<file path="config.mk">
export PLATFORM = sky130hd
export DESIGN_NAME = pkt_tx_engine
export DESIGN_NICKNAME = d
export VERILOG_FILES = /design/src/rtl/pkt_tx_engine.sv
export SDC_FILE = /design/constraint.sdc
export NUM_CORES = 1
export LEC_CHECK = 0
export ABC_CLOCK_PERIOD_IN_PS = 3310
export CAP_MARGIN = 10
export CORE_ASPECT_RATIO = 1.4
export CORE_MARGIN = 10
export CORE_UTILIZATION = 50
export DETAILED_ROUTE_END_ITERATION = 16
export GPL_ROUTABILITY_DRIVEN = 1
export PLACE_DENSITY = 0.79
export SETUP_SLACK_MARGIN = 0.02
export SKIP_CTS_REPAIR_TIMING = 1
export SLEW_MARGIN = 20
export SYNTH_ARGS = -nofsm -noshare
export SYNTH_HDL_FRONTEND = slang
export SYNTH_SLANG_ARGS = --single-unit
</file>
<file path="constraint.sdc">
create_clock -name clk -period 3.31 [get_ports clk]
set_clock_uncertainty 0.05 [all_clocks]
set_input_delay 0.4965 -clock clk [delete_from_list [all_inputs] [get_ports clk]]
set_output_delay 0.4965 -clock clk [all_outputs]
set_load 0.02 [all_outputs]
</file>
<file path="src/rtl/pkt_tx_engine.sv">
// Packet transmit engine: streams one stored packet (head..tail) from packet memory
// onto the 64-bit data/ctrl/wr/rdy output interface through a 2-entry output buffer.
module pkt_tx_engine #(
    parameter int unsigned DATA_WIDTH = 64,
    parameter int unsigned CTRL_WIDTH = DATA_WIDTH / 8,
    parameter int unsigned ADDR_WIDTH = 8
) (
    input  logic                             clk,
    input  logic                             rst_n,
    input  logic                             start,
    input  logic                             abort,
    input  logic [ADDR_WIDTH-1:0]            head_addr,
    input  logic [ADDR_WIDTH-1:0]            tail_addr,
    output logic                             busy,
    output logic                             done,
    output logic [31:0]                      pkt_sent_cnt,
    output logic                             mem_rd_en,
    output logic [ADDR_WIDTH-1:0]            mem_rd_addr,
    input  logic [CTRL_WIDTH+DATA_WIDTH-1:0] mem_rd_data,
    output logic [DATA_WIDTH-1:0]            out_data,
    output logic [CTRL_WIDTH-1:0]            out_ctrl,
    output logic                             out_wr,
    input  logic                             out_rdy
);

    localparam int unsigned WORD_W = CTRL_WIDTH + DATA_WIDTH;

    typedef enum logic [1:0] {
        IDLE = 2'd0,
        SEND = 2'd1,
        DONE = 2'd2
    } state_t;

    state_t                  state;
    state_t                  state_nxt;

    logic [ADDR_WIDTH-1:0]   rd_addr;
    logic [ADDR_WIDTH-1:0]   rd_left;
    logic [ADDR_WIDTH-1:0]   wr_left;
    logic [ADDR_WIDTH-1:0]   pkt_len;
    logic [1:0]              occ;
    logic                    pend;
    logic [WORD_W-1:0]       entry0;
    logic [WORD_W-1:0]       entry1;
    logic [2:0]              slots;
    logic                    can_send;
    logic                    last_acc;
    logic                    launch;
    logic                    flush;

    assign pkt_len  = ADDR_WIDTH'(tail_addr - head_addr + 1'b1);
    assign launch   = (state == IDLE) & start & ~abort;
    assign flush    = (state != IDLE) & abort;
    assign can_send = (state == SEND) & (occ != 2'd0) & out_rdy;
    assign last_acc = can_send & (wr_left == ADDR_WIDTH'(1));
    // Occupancy after this cycle's consume plus the word landing from last cycle's read.
    assign slots    = 3'(occ) + 3'(pend) - 3'(can_send);

    assign mem_rd_addr = rd_addr;
    assign out_data    = entry0[DATA_WIDTH-1:0];
    assign out_ctrl    = entry0[WORD_W-1:DATA_WIDTH];

    // State register
    always_ff @(posedge clk or negedge rst_n) begin
        if (!rst_n) begin
            state <= IDLE;
        end else begin
            state <= state_nxt;
        end
    end

    // Next-state logic
    always_comb begin
        state_nxt = state;
        unique case (state)
            IDLE: begin
                if (launch) begin
                    state_nxt = SEND;
                end
            end
            SEND: begin
                if (abort) begin
                    state_nxt = IDLE;
                end else if ((wr_left == '0) || last_acc) begin
                    state_nxt = DONE;
                end
            end
            DONE:    state_nxt = IDLE;
            default: state_nxt = IDLE;
        endcase
    end

    // FSM outputs
    always_comb begin
        busy      = 1'b0;
        done      = 1'b0;
        out_wr    = 1'b0;
        mem_rd_en = 1'b0;
        unique case (state)
            SEND: begin
                busy      = 1'b1;
                out_wr    = can_send;
                mem_rd_en = ~abort & (rd_left != '0) & (slots < 3'd2);
            end
            DONE: begin
                busy = 1'b1;
                done = 1'b1;
            end
            default: ;
        endcase
    end

    // Read address and remaining-word counters
    always_ff @(posedge clk or negedge rst_n) begin
        if (!rst_n) begin
            rd_addr <= '0;
            rd_left <= '0;
            wr_left <= '0;
        end else if (launch) begin
            rd_addr <= head_addr;
            rd_left <= pkt_len;
            wr_left <= pkt_len;
        end else begin
            if (mem_rd_en) begin
                rd_addr <= ADDR_WIDTH'(rd_addr + 1'b1);
                rd_left <= ADDR_WIDTH'(rd_left - 1'b1);
            end
            if (out_wr) begin
                wr_left <= ADDR_WIDTH'(wr_left - 1'b1);
            end
        end
    end

    // Output buffer: entry0 is always the head; read data lands one cycle after the strobe
    always_ff @(posedge clk or negedge rst_n) begin
        if (!rst_n) begin
            pend   <= 1'b0;
            occ    <= 2'd0;
            entry0 <= '0;
            entry1 <= '0;
        end else if (flush) begin
            pend   <= 1'b0;
            occ    <= 2'd0;
            entry0 <= '0;
            entry1 <= '0;
        end else begin
            pend <= mem_rd_en;
            unique case ({pend, out_wr})
                2'b10: begin
                    if (occ == 2'd0) begin
                        entry0 <= mem_rd_data;
                    end else begin
                        entry1 <= mem_rd_data;
                    end
                    occ <= 2'(occ + 2'd1);
                end
                2'b01: begin
                    entry0 <= entry1;
                    occ    <= 2'(occ - 2'd1);
                end
                2'b11: begin
                    if (occ == 2'd1) begin
                        entry0 <= mem_rd_data;
                    end else begin
                        entry0 <= entry1;
                        entry1 <= mem_rd_data;
                    end
                end
                default: ;
            endcase
        end
    end

    // Completed-packet counter; an abort during DONE suppresses the increment
    always_ff @(posedge clk or negedge rst_n) begin
        if (!rst_n) begin
            pkt_sent_cnt <= '0;
        end else if ((state == DONE) && !abort) begin
            pkt_sent_cnt <= pkt_sent_cnt + 32'd1;
        end
    end

endmodule

</file>
==> results_dict.tcl, run 1 <==
set metrics [dict create \
    p_clk_share_pct 25.0 \
    r2r_end "rd_left[4]$_DFFE_PN0P_" \
    syn_avg_cell_area_um2 9.56 \
    via_per_inst 5.53 \
    yosysSeqAreaShare_pct 54.0 \
    grt_pass1_vias 8128 \
    p_sw_mw 3.66 \
    vias 8062 \
    clk_pin_slew_ns 0.06 \
    power_density_nw_per_um2 789 \
    path_class "reg2out" \
    syn2layout_area_growth_pct 35.1 \
    antenna_found_initial 2 \
    cts_buffers 21 \
    dp_cells 1413 \
    synth_enable_flop_cells 0 \
    cts.sinks 205 \
    min_period_over_period_pct 101 \
    cts_htree_levels 1 \
    critPathLaunchType "flop" \
    n_fill_cell 1434 \
    ys_warn_count 0 \
    synth.cell_area_um2 9500 \
    crit_start "occ[1]$_DFFE_PN0P_" \
    rrSetupSlack_ns 0.29 \
    num_rows 59 \
    cts_tree "built" \
    worstPathRequired_ns 2.76 \
    final_cells 1458 \
    rsz0062_at_grt "yes" \
    numPortBuffers 208 \
    synth_top_cell_area_share_pct 54.0 \
    grt_first_pass_wirelength_um 42500 \
    grt_use_total_pct 20.7 \
    clk-insertion-delay-late_ns 0.49 \
    drtIter0Drc 664 \
    layout-drive-gt1-share_pct 7.76 \
    cts_root_buf "clkbuf_16" \
    path_max_fanout 2 \
    wirelength_um 26700 \
    die-area_um2 25000 \
    die_w_um 136 \
    fin_util_pct 69.0 \
    die_height_um 183 \
    final.min_clock_period_ns 3.33 \
    slew_headroom_pct 50.5 \
    num-nets-final 1323 \
    reg2reg_depth 13 \
    clockBufferDepth 3 \
    synth_top_flop_cell "dfrtp_1" \
    start_util_pct 51.0 \
    synth.most_common_cell "nand2_1" \
    pwr-share-seq_pct 37.3 \
    p_leak_nw 5.60 \
    grt_max_degree 109 \
    internal_power_mw 6.46 \
    place_ws_ns -0.294 \
    cp-endpoint "mem_rd_en" \
    netlist_instances 993 \
    wire_per_inst_um 18.3 \
    ios 209 \
    ant_nets 0 \
    synth_common_cells "nand2_1 (245), dfrtp_1 (205), o21ai_0 (89), a21oi_1 (85), a22oi_1 (73)" \
    grt.overflow.total 0 \
    dr.pass1.iters 5 \
    swShare_pct 36.2 \
    placed_area_um2 12000 \
    yosysTopAreaCell "dfrtp_1" \
    place_congestion 0.813 \
    violations "negative setup slack" \
    hold_viol_final 0 \
    run_status "finished with violations" \
    hpwl_um 18700 \
    coreArea_um2 18600 \
    drc 0 \
    synthesis.nets 1117 \
    max_cap_violations 0 \
    synth_area_leaders "dfrtp_1 (54%), nand2_1 (9.7%), a22oi_1 (5.8%)" \
    arrival_ns 2.78 \
    synth_seq_cells 205 \
    fin_area_um2 12800 \
    vdd_ir_drop_max_mv 0.512 \
    setup_violations 1 \
    yosysUniqueCellTypes 43 \
    combPwrFrac_pct 37.7 \
    worstMarginPinSlew_ns 0.732 \
    worst_r2r_startpoint "occ[1]$_DFFE_PN0P_" \
    setup_ws_ns -0.0202 \
    report.final.slew_viol_count 0 \
    worstHoldPathType "reg2reg" \
    synth-async-reset-ratio_pct 100 \
    fmax_mhz 300 \
    cp-end-kind "primary output" \
]
## state kept, by name (all words and copies together) (netlist names)
signal and cells:
entry0 72, entry1 72, pkt_sent_cnt 32, mem_rd_addr 8, rd_left 8, wr_left 8, occ 2, state 2
pend 1
## how the worst min path moves through the flow
stage | start | end | slack (ns) | depth (start not counted)
after floorplan | rst_n | entry0[0]$_DFFE_PN0P_ | 0.15 | 0
after global placement | rst_n | wr_left[0]$_DFFE_PN0P_ | 0.41 | 1
after detailed placement | rst_n | wr_left[0]$_DFFE_PN0P_ | 0.41 | 1
after CTS | rst_n | wr_left[0]$_DFFE_PN0P_ | -0.10 | 1
after global routing | entry0[64]$_DFFE_PN0P_ | entry0[64]$_DFFE_PN0P_ | 0.45 | 2
final | entry0[64]$_DFFE_PN0P_ | entry0[64]$_DFFE_PN0P_ | 0.42 | 2
## routing by layer
metal	part of all wire [%]	global-route usage, %	vias to the layer above
met5	0	0	-
met4	3.6	8.03	0
met3	6.1	3.64	57
met2	53	36.8	266
met1	37	24.0	3936
li1	-	-	3803
## placed cells by master (no fill, tap or decap), types with 3 or more instances in the layout
| cell | n |
|---|---|
| nand3b_1 | 4 |
| nor3_1 | 5 |
| xnor2_1 | 30 |
| xor2_1 | 29 |
| inv_1 | 24 |
| inv_2 | 3 |
| a21oi_1 | 85 |
| o21ai_0 | 89 |
| buf_12 | 8 |
| mux2i_1 | 5 |
| a22oi_1 | 73 |
| a21boi_0 | 4 |
| clkinvlp_4 | 3 |
| nand2_1 | 245 |
| a211oi_1 | 5 |
| buf_4 | 26 |
| bufinv_16 | 4 |
| clkbuf_16 | 21 |
| nor2b_1 | 4 |
| a21o_1 | 3 |
| dfrtp_1 | 205 |
| and2_1 | 3 |
| ha_1 | 27 |
| nand3_1 | 14 |
| clkbuf_8 | 5 |
| nor2_1 | 29 |
| clkdlybuf4s50_1 | 206 |
| nand4_1 | 11 |
| nand2b_1 | 3 |
## power by group through the flow
stage          Combinational [mW]  Clock (mW)  Sequential (mW)
4_1_cts                      3.81        2.58             3.77
3_3_place_gp                 3.70           0             3.77
5_1_grt                      4.21        2.69             3.87
3_5_place_dp                 3.79           0             3.81
2_1_floorplan                1.83           0             4.09
6_report                     3.82        2.53             3.78
## per-stage QoR
| step | total power [mW] | hold slack, ns | setup TNS (ns) |
|---|---|---|---|
| after floorplan | 5.92 | 0.151 | 0 |
| after global placement | 7.47 | 0.410 | -0.263 |
| after detailed placement | 7.60 | 0.414 | -0.294 |
| after CTS | 10.2 | -0.103 | -0.531 |
| after global routing | 10.8 | 0.447 | -0.106 |
| final | 10.1 | 0.424 | -0.0202 |
## area by class of cell
class / instances / area, µm² / area share (%)
clock buffers: 27 / 588 / 4.58
multi-input cells: 702 / 4110 / 32.0
inverters: 27 / 101 / 0.790
repair buffers: 242 / 2440 / 19.0
flip-flops and latches: 205 / 5130 / 40.0
clock inverters: 9 / 153 / 1.19
diodes: 2 / 5.00 / 0.0390
well taps: 244 / 305 / 2.38
## worst max-delay path, cell delays in order, from the launching register on
cell and delay [ns]:
dfrtp_1 0.38, inv_2 0.07, ha_4 0.16, nand3b_1 0.17
inv_1 0.07, ha_1 0.22, nand2b_4 0.14, fa_1 0.48
nand3b_1 0.11, a211oi_2 0.31, buf_4 0.20
## cells by family (layout without fill, tap and decap cells)
logic type / count (synthesis) / in the layout / share of synthesized area, %
buffers and inverters: 86 / 305 / 3.54
XOR/XNOR: 59 / 59 / 5.44
AND/OR/NAND/NOR: 338 / 338 / 15.5
multiplexers: 6 / 6 / 0.646
AO/OA/AOI/OAI: 268 / 268 / 16.6
other: 0 / 2 / 0
flip-flops: 205 / 205 / 54.0
adder cells (fa/ha/maj): 31 / 31 / 4.24
No activity file was read; power rests on OpenSTA's default activity.
==> run 2, diff against run 1 <==
- CAP_MARGIN: 10 -> 20
- CTS_BUF_LIST: default -> sky130_fd_sc_hd__clkbuf_16
==> results_dict.tcl, run 2 (same netlist as run 1, synthesis figures left out) <==
set metrics [dict create \
    report.final.slew_viol_count 0 \
    hold_viol_final 0 \
    die_w_um 136 \
    final_common_cell "nand2_1" \
    min_period_over_period_pct 101 \
    place_congestion 0.813 \
    final.min_clock_period_ns 3.34 \
    start_util_pct 51.0 \
    n_fill_cell 1442 \
    cts_tree "built" \
    rsz0062_at_grt "yes" \
    num_rows 59 \
    grt_max_degree 109 \
    top_regs "entry0 x72, entry1 x72, pkt_sent_cnt x32" \
    antenna_found_initial 2 \
    min_from "entry0[64]$_DFFE_PN0P_" \
    drc 0 \
    final_cell_mix "nand2_1 (245), clkdlybuf4s50_1 (206), dfrtp_1 (205)" \
    place_ws_ns -0.294 \
    syn2layout_area_growth_pct 34.7 \
    cts_buffers 21 \
    drtIter0Drc 701 \
    dp_cells 1413 \
    dr.pass1.iters 5 \
    slew_headroom_pct 52.6 \
    layout-drive-gt1-share_pct 7.43 \
    numPortBuffers 208 \
    vias 8052 \
    coreArea_um2 18600 \
    clk_pin_slew_ns 0.06 \
    max_cap_violations 0 \
    clk-insertion-delay-late_ns 0.49 \
    setup_ws_ns -0.0251 \
    rrSetupSlack_ns 0.29 \
    worst_r2r_startpoint "occ[1]$_DFFE_PN0P_" \
    cts.sinks 205 \
    fmax_mhz 300 \
    grt_use_total_pct 20.7 \
    violations "negative setup slack" \
    wirelength_um 26600 \
    fin_util_pct 68.7 \
    clockBufferDepth 3 \
    arrival_ns 2.79 \
    run_status "finished with violations" \
    wire_per_inst_um 18.2 \
    path_class "reg2out" \
    hpwl_um 18700 \
    cts_root_buf "clkbuf_16" \
    grt.overflow.total 0 \
    worstMarginPinSlew_ns 0.701 \
    crit_start "occ[1]$_DFFE_PN0P_" \
    multiInputGateArea_um2 4110 \
    cts_htree_levels 1 \
    die_height_um 183 \
    grt_first_pass_wirelength_um 42400 \
    ff_latch_area_um2 5130 \
    worstHoldPathType "reg2reg" \
    final_cells 1458 \
    path_max_fanout 2 \
    setup_violations 1 \
    critPathLaunchType "flop" \
    p_leak_nw 5.58 \
    grt_pass1_vias 8121 \
    worstPathRequired_ns 2.76 \
    ios 209 \
    via_per_inst 5.52 \
    vdd_ir_drop_max_mv 0.523 \
    power_density_nw_per_um2 784 \
    die-area_um2 25000 \
    num-nets-final 1323 \
    cp-end-kind "primary output" \
    ant_nets 0 \
]
[run 2: critical path, cell delays in order, from the launching register on]
cell and delay [ns]:
dfrtp_1 0.38, inv_2 0.07, ha_4 0.16, nand3b_1 0.17
inv_1 0.07, ha_1 0.22, nand2b_4 0.14, fa_1 0.48
nand3b_1 0.11, a211oi_2 0.31, buf_4 0.20
[run 2: metrics by stage]
step                      hold slack [ns]  TNS [ns]  total power, mW  instance area (µm²)
after detailed placement            0.414    -0.294             7.60                12000
after CTS                          -0.103    -0.531             10.1                12700
after floorplan                     0.151         0             5.92                 9500
after global routing                0.447    -0.106             10.7                12800
after global placement              0.410    -0.263             7.47                12000
final                               0.424   -0.0251             10.0                12800
[run 2: area by class of cell]
class,count,area share (%)
Tap cell,244,2.39
Inverter,27,0.792
Antenna cell,2,0.0391
Clock buffer,21,4.11
Timing Repair Buffer,242,19.1
Multi-Input combinational cell,702,32.1
Sequential cell,205,40.1
Clock inverter,15,1.37
[run 2: routing by layer]
metal	wire length (µm)	share of wire [%]	track usage, %
met3	1620	6.1	3.72
met2	14100	53	36.6
met5	0	0	0
met4	916	3.4	8.20
met1	9930	37	24.0
[run 2: power by group]
group | internal (mW) | switching (mW)
combinational | 1.61 | 2.20
sequential | 3.29 | 0.487
clock | 1.46 | 0.967
total | 6.36 | 3.66
[run 2: worst paths after layout]
kind | to | cells after the start
hold reg to reg | entry0[64]$_DFFE_PN0P_ | 2
max in group asynchronous | entry0[18]$_DFFE_PN0P_ | 3
min in group asynchronous | wr_left[0]$_DFFE_PN0P_ | 2
hold / removal | entry0[64]$_DFFE_PN0P_ | 2
setup reg to reg | rd_left[4]$_DFFE_PN0P_ | 13
setup / recovery | mem_rd_en | 10
